### config.mk
export PLATFORM = sky130hd
export DESIGN_NAME = mod_counter
export DESIGN_NICKNAME = d
export VERILOG_FILES = /design/src/rtl/mod_counter_pkg.sv /design/src/rtl/counter_prescaler.sv /design/src/rtl/mod_counter.sv
export SDC_FILE = /design/constraint.sdc
export NUM_CORES = 1
export LEC_CHECK = 0
export BUFFER_PORTS_ARGS = -buffer_cell sky130_fd_sc_hd__buf_2
export CORE_ASPECT_RATIO = 1.25
export CORE_UTILIZATION = 47
export DETAILED_ROUTE_END_ITERATION = 8
export HOLD_SLACK_MARGIN = 0.02
export PLACE_DENSITY_LB_ADDON = 0.12
export REMOVE_ABC_BUFFERS = 1
export SKIP_LAST_GASP = 1
export SYNTH_ARGS = -nofsm -noshare
export SYNTH_HDL_FRONTEND = slang
export SYNTH_SLANG_ARGS = --single-unit
### constraint.sdc
create_clock -name clk -period 2.5 [get_ports clk]
set_input_delay 0.125 -clock clk [delete_from_list [all_inputs] [get_ports clk]]
set_output_delay 0.125 -clock clk [all_outputs]
set_load 0.03 [all_outputs]
### src/rtl/mod_counter_pkg.sv
// Shared constants for the modulus counter and its prescaler.
package mod_counter_pkg;

  localparam logic DIR_UP    = 1'b1;
  localparam logic DIR_DOWN  = 1'b0;
  localparam logic MODE_WRAP = 1'b0;
  localparam logic MODE_SAT  = 1'b1;

  localparam int unsigned DEFAULT_WIDTH    = 8;
  localparam int unsigned DEFAULT_PRESCALE = 1;

endpackage

### src/rtl/counter_prescaler.sv
// Enable prescaler: emits one step every PRESCALE enabled cycles.
module counter_prescaler
  import mod_counter_pkg::*;
#(
  parameter int unsigned PRESCALE = DEFAULT_PRESCALE
) (
  input  logic clk,
  input  logic rst,
  input  logic clr,
  input  logic en,
  output logic step
);

  localparam int unsigned PW = (PRESCALE > 1) ? $clog2(PRESCALE) : 1;
  localparam logic [PW-1:0] LAST = PW'(PRESCALE - 1);

  logic [PW-1:0] cnt_q;

  // With PRESCALE=1 the phase sits at LAST (=0) forever, so step follows en.
  assign step = en && (cnt_q == LAST);

  always_ff @(posedge clk) begin
    if (rst || clr) begin
      cnt_q <= '0;
    end else if (en) begin
      if (cnt_q == LAST) begin
        cnt_q <= '0;
      end else begin
        cnt_q <= cnt_q + 1'b1;
      end
    end
  end

endmodule

### src/rtl/mod_counter.sv
// Programmable-modulus up/down counter with wrap/saturate, load, prescaler and tc/ovf flags.
module mod_counter
  import mod_counter_pkg::*;
#(
  parameter int unsigned          WIDTH     = DEFAULT_WIDTH,
  parameter int unsigned          PRESCALE  = DEFAULT_PRESCALE,
  parameter logic [WIDTH-1:0]     RESET_VAL = '0
) (
  input  logic             clk,
  input  logic             rst,
  input  logic             en,
  input  logic             load,
  input  logic [WIDTH-1:0] load_val,
  input  logic             up_dn,
  input  logic             sat_mode,
  input  logic [WIDTH-1:0] max_val,
  input  logic             clr_ovf,
  output logic [WIDTH-1:0] count,
  output logic             tc,
  output logic             ovf,
  output logic             zero
);

  logic [WIDTH-1:0] count_q, count_d;
  logic             tc_q;
  logic             ovf_q;
  logic             step;
  logic             at_top, at_bot, boundary;

  counter_prescaler #(
    .PRESCALE(PRESCALE)
  ) u_prescaler (
    .clk (clk),
    .rst (rst),
    .clr (load),
    .en  (en),
    .step(step)
  );

  // ">=" so a count left above a shrunken max_val is treated as a boundary.
  assign at_top   = (count_q >= max_val);
  assign at_bot   = (count_q == '0);
  assign boundary = step && ((up_dn == DIR_UP) ? at_top : at_bot);

  always_comb begin
    count_d = count_q;
    if (up_dn == DIR_UP) begin
      if (at_top) begin
        count_d = (sat_mode == MODE_SAT) ? max_val : '0;
      end else begin
        count_d = count_q + 1'b1;
      end
    end else begin
      if (at_bot) begin
        count_d = (sat_mode == MODE_SAT) ? '0 : max_val;
      end else begin
        count_d = count_q - 1'b1;
      end
    end
  end

  always_ff @(posedge clk) begin
    if (rst) begin
      count_q <= RESET_VAL;
      tc_q    <= 1'b0;
      ovf_q   <= 1'b0;
    end else begin
      if (load) begin
        count_q <= load_val;
        tc_q    <= 1'b0;
      end else if (step) begin
        count_q <= count_d;
        tc_q    <= boundary;
      end else begin
        tc_q    <= 1'b0;
      end
      // Set beats clear when both happen in the same cycle.
      ovf_q <= (ovf_q && !clr_ovf) || (boundary && !load);
    end
  end

  assign count = count_q;
  assign tc    = tc_q;
  assign ovf   = ovf_q;
  assign zero  = (count_q == '0);

endmodule

; ---- Yosys cells after proc, flatten, opt, wreduce, memory -nomap -nowiden
; Cells that the tools add are included.
[classes]
add_sub_neg = 3
mul = 0
n_div = 0
magnitude_cmp = 1
n_eq_ne = 0
shift = 0
n_mux = 9
n_bitwise = 2
n_reduce_logical = 11
[op_table]
columns = cell, n
row1 = two-way mux 8 bit, 7
row2 = "adder 8 x 1 -> 8 bit, second input constant", 1
row3 = >= comparator 8 bit, 1
row4 = logical NOT 8 bit, 1
row5 = "subtractor 8 x 1 -> 8 bit, second input constant", 1
row6 = logical AND 1 bit, 4
row7 = OR reduction 3 bit, 1
row8 = logical NOT 1 bit, 2
row9 = logical OR 1 bit, 2
row10 = two-way mux 1 bit, 2
row11 = NOT 1 bit, 2
row12 = nonzero test 2 bit, 1
row13 = "adder 1 bit, second input constant", 1
[word_totals]
reg_bits = 11
latchBits = 0
ram_bits = 0
romBits = 0
in_bits = 23
output_inout_bits = 11
elab_cells = 30
mem_count = 0

; ---- Logic depth before layout (Yosys ltp)
; Gate-level depths: netlist of the first run.
[depth]
depth_word = 5
mapped_depth = 11

; ---- By module
; A second synthesis of the first run with hierarchy kept.
[hier_totals]
hier_cells = 172
area_unflattened_um2 = 1283.7
[modules_own_cells]
columns = mod, instances, cells_each, area_per_inst_um2, seq_area_each_um2
row1 = mod_counter, 1, 171, 1276.2, 200.2
row2 = counter_prescaler, 1, 1, 7.5, 0.0

; ---- Worst setup path before layout of the first run
; OpenSTA, ideal clock, no wires.
[synth_timing]
path_kind = reg-to-reg
startpoint = register count_q[0] (netlist: count[0])
endpoint = register count_q[3] (netlist: count[3])
setup_ps = 86
t_arrival_ps = 2524
required_ps = 2414
setup_slack_ps = -110
stages_incl_launch_ff = 11
cell_sequence = dfxtp_1 -> clkbuf_1 -> inv_1 -> ha_1 -> and3_1 -> o21ai_0 -> a31oi_1 -> a211o_2 -> or2b_2 -> a31o_1 -> a221oi_2
[synth_via]
elab_chain_len = 5
elab_cells_between_ends = 9
[synth_rtl]
columns = item, line_no
row1 = start: declaration, mod_counter.sv:24  ; logic [WIDTH-1:0] count_q, count_d;
row2 = start signal: assignment, mod_counter.sv:69  ; count_q <= load_val;
row3 = start signal: assignment, mod_counter.sv:72  ; count_q <= count_d;
row4 = subtractor 8 x 1 -> 8 bit (tied with other cells), mod_counter.sv:57  ; count_d = count_q - 1'b1;
row5 = two-way mux 8 bit (on tied branches), "mod_counter.sv:54, mod_counter.sv:48"
row6 = two-way mux 8 bit (*), mod_counter.sv:47  ; if (up_dn == DIR_UP) begin
row7 = two-way mux 8 bit (*), mod_counter.sv:71  ; end else if (step) begin
row8 = two-way mux 8 bit (*), mod_counter.sv:68  ; if (load) begin
; Mark *: on every way between the ends. The rest lies on a longest branch, timed or not. The select of a mux whose other input is x is not followed.
; A chain may end at the register's enable or synchronous reset.

; ---- Worst setup path after layout of the first run
[layout_timing]
startpoint = register count_q[4] (netlist: count[4])
endpoint = register count_q[2] (netlist: count[2])
[layout_via]
elab_chain_len = 5
elab_cells_between_ends = 7
[layout_rtl]
columns = item, line_no
row1 = >= comparator 8 bit / logical NOT 8 bit (equally long branches), "mod_counter.sv:41, mod_counter.sv:42"
row2 = two-way mux 8 bit (on tied branches), "mod_counter.sv:48, mod_counter.sv:54"
row3 = two-way mux 8 bit (*), mod_counter.sv:47
row4 = two-way mux 8 bit (*), mod_counter.sv:71
row5 = two-way mux 8 bit (*), mod_counter.sv:68
; Marked as above.

==> flow_summary_export.csv, run 1 <==
group,metric,value,unit
critical_path,rrSetupSlack,0.14,ns
finish,fin_area,0.00142,sq mm
sta,fin_skew,0.00306,ns
synthesis,synth_edf_count,0,
clocking,cts_resized,0,
power,powerDensity,424,mW/mm^2
sta,finalSetupViolCount,0,
global_routing,gr-usage-all-layers,26.3,%
power,sequentialPowerShare,30.3,%
clocking,cts_hold_buf,0,
finish,layout_commonest_cell,"buf_2",
global_routing,grt_max_degree,14,
clocking,cts_root_buf,"clkbuf_4",
floorplan,row_count,20,
synthesis,async_reset_ff_share,0,%
synthesis,synth_area,0.00121,sq mm
critical_path,cp_data_arrival_time,2.55,ns
sta,worstMarginPinSlew,0.351,ns
critical_path,critPathRequiredTime,2.69,ns
synthesis,ys.flop_type,"dfxtp_1",
critical_path,setup.worst_path.end_class,"flop",
power,power.internal,350,uW
critical_path,cpMostUsedCell,"a21oi_1",
synthesis,synth.distinct_cells,49,
critical_path,crit_path_start_kind,"flop",
sta,rsz0062_at_grt,"no",
synthesis,seq_area_frac_synth,16.5,%
power,comb_power_share,50.1,%
clocking,clock_latency,0.27,ns
routing,ant_nets,0,
routing,wirelength,3220,microns
critical_path,crit_chain,"or4_4, or4b_4, nor2_1, a21oi_1, o31ai_1, mux2i_1, a21oi_1",
placement,gp_congestion,0.907,
sta,maxSlewViolCount,0,
finish,nFillCells,253,
critical_path,max_stage_delay,0.59,ns
power,p_switching,250,uW
routing,dr.pass1.iters,4,
clocking,cts.clk_slew.worst_paths,0.07,ns
outcome,status,"completed",
global_routing,first_global_vias,1168,
sta,hold_viol,0,
sta,min_period_over_period,94.3,%
power,vdd_drop_max,384,uV
synthesis,syn_inst,159,
clocking,numCtsBuffers,3,
sta,hold_ws,0.108,ns
placement,portBuffers,33,
critical_path,critPathMaxFanout,5,
finish,final_cell_mix,"33 x buf_2, 17 x inv_1, 11 x nand2_1, 11 x ha_1",
floorplan,core-area,0.00243,sq mm
clocking,cts_tree,"done",
power,p_clk_share,19.6,%
floorplan,dieArea,0.00279,sq mm
synthesis,yosys.area.top_type,"dfxtp_1",
clocking,h-tree-depth,1,
sta,post-route-min-period,2.36,ns
placement,pre_cts_slack,0.193,ns
floorplan,die_h,58.8,microns
clocking,cts_buffer_depth,2,
sta,setup_slack,0.142,ns
power,p_leak,0.683,nW
placement,dp_hpwl,2610,microns
routing,drtIter0Drc,48,
flow_run,max_cap_viol_count,0,
routing,route.detailed.drc,0,
global_routing,grt_pass1_wl,5260,microns
hold_path,hp-class,"primary input to flop",
clocking,postCtsSetupBuffers,0,
synthesis,yosysTopAreaCellShare,16.5,%
synthesis,ys_warn_count,0,
routing,drt-wirelength-per-cell,14.2,microns
floorplan,fp.dieW,47.4,microns
critical_path,cp_slowest_cell,"or4b_4",
finish,area_growth,16.8,%
synthesis,synth_area_leaders,"dfxtp_1 17%, ha_1 11%, inv_1 5.3%, mux2i_1 4.1%, o21ai_0 4.1%",
global_routing,antenna_found_initial,0,
routing,vias,1293,
critical_path,critical_path_class,"flop to flop",
clocking,cts_sinks,10,
floorplan,ioPinCount,34,
finish,num_antenna_cells,0,
floorplan,start_util,49.9,%
sta,timing.fmax,424,MHz
finish,drive_gt1_share,28.9,%
placement,placed_area,0.00139,sq mm
power,p_sw_share,41.7,%
sta,slew_headroom,76.4,%
finish,final_nets,230,
synthesis,synth-seq-cells,10,
routing,viasPerCell,5.70,
global_routing,grt_overflow,0,
synthesis,postSynthAreaPerCell,7.63,sq um
## final timing paths
check / startpoint / end / depth (start not counted)
min: load_val[3] / count[3] / 3
max: count[4] / count[2] / 7
max reg2reg: count[4] / count[2] / 7
min reg2reg: ovf / ovf / 2
## critical path: cells and delay by family (launching register included)
| kind | cells | cell delay (ns) |
|---|---|---|
| DFF | 1 | 0.34 |
| AOI/OAI and AO/OA | 3 | 0.50 |
| muxes | 1 | 0.11 |
| and+or+nand+nor | 3 | 1.33 |
## stage by stage
| stage | util, % | cells | TNS [ns] | power, mW |
|---|---|---|---|---|
| global route | 58.4 | 227 | 0 | 0.643 |
| floorplan | - | 149 | -0.167 | 0.378 |
| detailed placement | 57.4 | 224 | 0 | 0.484 |
| CTS | 58.4 | 227 | 0 | 0.602 |
| finish | 58.4 | 227 | 0 | 0.601 |
| global placement | 57.4 | 224 | 0 | 0.482 |
## cells in the mapped netlist, types with 2 or more instances
cell / count
inv_1: 17
clkbuf_8: 2
nand2_1: 11
nand4_1: 2
nand3b_1: 2
clkbuf_1: 2
o21ai_2: 2
and3_1: 3
a311oi_1: 2
nand2b_1: 2
ha_1: 11
buf_6: 3
o22ai_1: 2
nor2_1: 9
dfxtp_1: 10
o21ai_0: 10
nand3_1: 8
o211ai_1: 4
a221oi_1: 2
nor3_1: 6
xnor2_1: 4
a31oi_1: 3
mux2i_1: 5
a21oi_1: 8
xor2_1: 5
## sequential cells by signal, summed over array words and instances (netlist names)
register / cells
tc: 1
ovf: 1
count: 8
## final cells by class
cell class / instances / area, sq um / area share [%]
sequential: 10 / 200 / 14.1
timing repair buffer: 42 / 233 / 16.4
tap: 33 / 41.3 / 2.92
clock buffer: 3 / 22.5 / 1.59
inverter: 19 / 76.3 / 5.39
multi-input combinational: 120 / 843 / 59.5
## power by group through the flow
stage,logic [mW],registers (mW),clock network [mW]
6_report,0.301,0.182,0.118
4_1_cts,0.300,0.182,0.120
2_1_floorplan,0.157,0.221,0
3_5_place_dp,0.298,0.186,0
3_3_place_gp,0.296,0.185,0
5_1_grt,0.332,0.183,0.127
## metal layers
metal	vias to the layer above	share of wire [%]	wire length [microns]	track usage [%]
met1	584	44	1410	37.5
met5	-	0	0	0
met2	59	48	1550	40.7
li1	644	-	-	-
met3	6	6.6	213	2.76
met4	0	1.4	45	8.16
## cell families (layout without fill, tap and decap cells)
kind of cell	count (synthesis)	in the layout	share of synthesized area, %
compound gates	43	43	24.5
xor+xnor	9	9	6.50
fa+ha+maj	11	11	11.4
buf+inv	29	64	13.9
flops	10	10	16.5
mux	5	5	4.13
simple gates	52	52	23.1
Power figures use the tool's default switching activity.
==> inputs of run 2 (changes only) <==
--- a/config.mk
+++ b/config.mk
@@ -6,12 +6,12 @@
 export NUM_CORES = 1
 export LEC_CHECK = 0
 export BUFFER_PORTS_ARGS = -buffer_cell sky130_fd_sc_hd__buf_2
+export CAP_MARGIN = 20
 export CORE_ASPECT_RATIO = 1.25
 export CORE_UTILIZATION = 47
 export DETAILED_ROUTE_END_ITERATION = 8
 export HOLD_SLACK_MARGIN = 0.02
 export PLACE_DENSITY_LB_ADDON = 0.12
-export REMOVE_ABC_BUFFERS = 1
 export SKIP_LAST_GASP = 1
 export SYNTH_ARGS = -nofsm -noshare
 export SYNTH_HDL_FRONTEND = slang
==> flow_summary_export.csv, run 2 (synthesis gave the netlist of run 1 again) <==
group,metric,value,unit
synthesis,syn_nets,193,
global_routing,first_global_vias,1134,
critical_path,critical_path_class,"flop to flop",
clocking,cts_hold_buf,0,
power,vdd_drop_max,381,uV
global_routing,gr-usage-all-layers,25.1,%
routing,wirelength,3150,microns
hold_path,hp-class,"primary input to flop",
placement,gp_congestion,0.915,
sta,timing.fmax,431,MHz
clocking,numCtsBuffers,3,
sta,worstMarginPinSlew,0.344,ns
critical_path,critPathRequiredTime,2.67,ns
global_routing,grt_overflow,0,
floorplan,dieArea,0.00279,sq mm
sta,hold_viol,0,
power,power,585,uW
floorplan,core-area,0.00243,sq mm
finish,seqCellArea,204,sq um
hold_path,hp-start,"load_val[4]",
critical_path,cp_data_arrival_time,2.49,ns
routing,ant_nets,0,
finish,num_antenna_cells,0,
critical_path,timing.rr.start,"count[0]",
floorplan,row_count,20,
routing,vias,1260,
sta,post-route-min-period,2.32,ns
finish,nFillCells,272,
finish,area_growth,16.4,%
critical_path,critPathLaunch,"count[0]",
clocking,cts_tree,"done",
finish,drive_gt1_share,29.2,%
placement,portBuffers,33,
clocking,clock_latency,0.25,ns
clocking,cts_sinks,10,
power,p_leak,0.674,nW
clocking,h-tree-depth,1,
global_routing,grt_pass1_wl,5140,microns
sta,setup-tns-final,0,ns
finish,final_cell_mix,"33 x buf_2, 17 x inv_1, 11 x nand2_1, 11 x ha_1, 10 x o21ai_0",
power,powerDensity,414,mW/mm^2
clocking,cts_buffer_depth,2,
critical_path,crit_path_start_kind,"flop",
critical_path,setup.worst_path.end_class,"flop",
clocking,cts_root_buf,"clkbuf_4",
floorplan,die_h,58.8,microns
outcome,status,"completed",
finish,layout_commonest_cell,"buf_2",
sta,slew_headroom,76.5,%
placement,dp_hpwl,2560,microns
routing,drtIter0Drc,44,
finish,final_nets,228,
routing,viasPerCell,5.60,
sta,fin_skew,0.00139,ns
routing,drt-wirelength-per-cell,14.0,microns
flow_run,max_cap_viol_count,0,
sta,rsz0062_at_grt,"no",
finish,largest_reg_flops,8,
floorplan,start_util,49.9,%
sta,min_period_over_period,92.8,%
routing,route.detailed.drc,0,
sta,finalSetupViolCount,0,
critical_path,critPathMaxFanout,10,
floorplan,fp.dieW,47.4,microns
sta,maxSlewViolCount,0,
finish,multi_input_comb_area,850,sq um
floorplan,ioPinCount,34,
global_routing,grt_max_degree,14,
global_routing,antenna_found_initial,0,
critical_path,rrSetupSlack,0.18,ns
routing,dr.pass1.iters,4,
clocking,cts.clk_slew.worst_paths,0.06,ns
finish,final_util,58.1,%
run 2: cell types whose count changed in the layout (fill, tap and decap cells not counted), sizes merged:
cell,before,now
buf,42,40
run 2: power by group:
part / total, mW / switching [mW] / leakage [nW] / internal, mW
clock: 0.104 / 0.0492 / 0.0138 / 0.0553
combinational: 0.295 / 0.175 / 0.577 / 0.120
sequential: 0.186 / 0.0138 / 0.0834 / 0.172
run 2: what timing repair did:
item                                    CTS  global route
gates resized for setup                   0             2
endpoints found under the setup margin    0             4
buffers inserted                          0             0
run 2: cell type report:
type | instances | share of cell area, %
Clock buffer | 3 | 1.60
Inverter | 19 | 5.41
Multi-Input combinational cell | 120 | 60.2
Sequential cell | 10 | 14.5
Tap cell | 33 | 2.93
Timing Repair Buffer | 40 | 15.4
run 2: worst max-delay path: stages (launching register included):
cell	delay, ns
dfxtp_4	0.41
inv_1	0.10
ha_1	0.27
and3_1	0.13
o21ai_0	0.14
a31oi_1	0.10
a211o_2	0.34
buf_4	0.19
mux2i_1	0.16
o211ai_1	0.17
a221oi_2	0.24
run 2: path summary, 6_finish.rpt:
kind / endpoint / depth (start not counted)
max: count[4] / 10
max reg2reg: count[4] / 10
min: count[4] / 3
min reg2reg: ovf / 2
run 2: metrics by stage:
stage               hold slack (ns)  cells  cell area (sq um)  setup WS [ns]
finish                        0.131    225               1410          0.179
global route                  0.132    225               1410         0.0118
CTS                           0.126    225               1400         0.0383
detailed placement            0.401    222               1380         0.0603
global placement              0.388    222               1380          0.167
floorplan                     0.274    159               1210         0.0538
run 2: routing by layer:
layer  GRT usage, %  wire length, microns
met5              0                     0
met3           1.23                   167
met2           39.5                  1520
met4           6.94                    29
met1           36.3                  1430
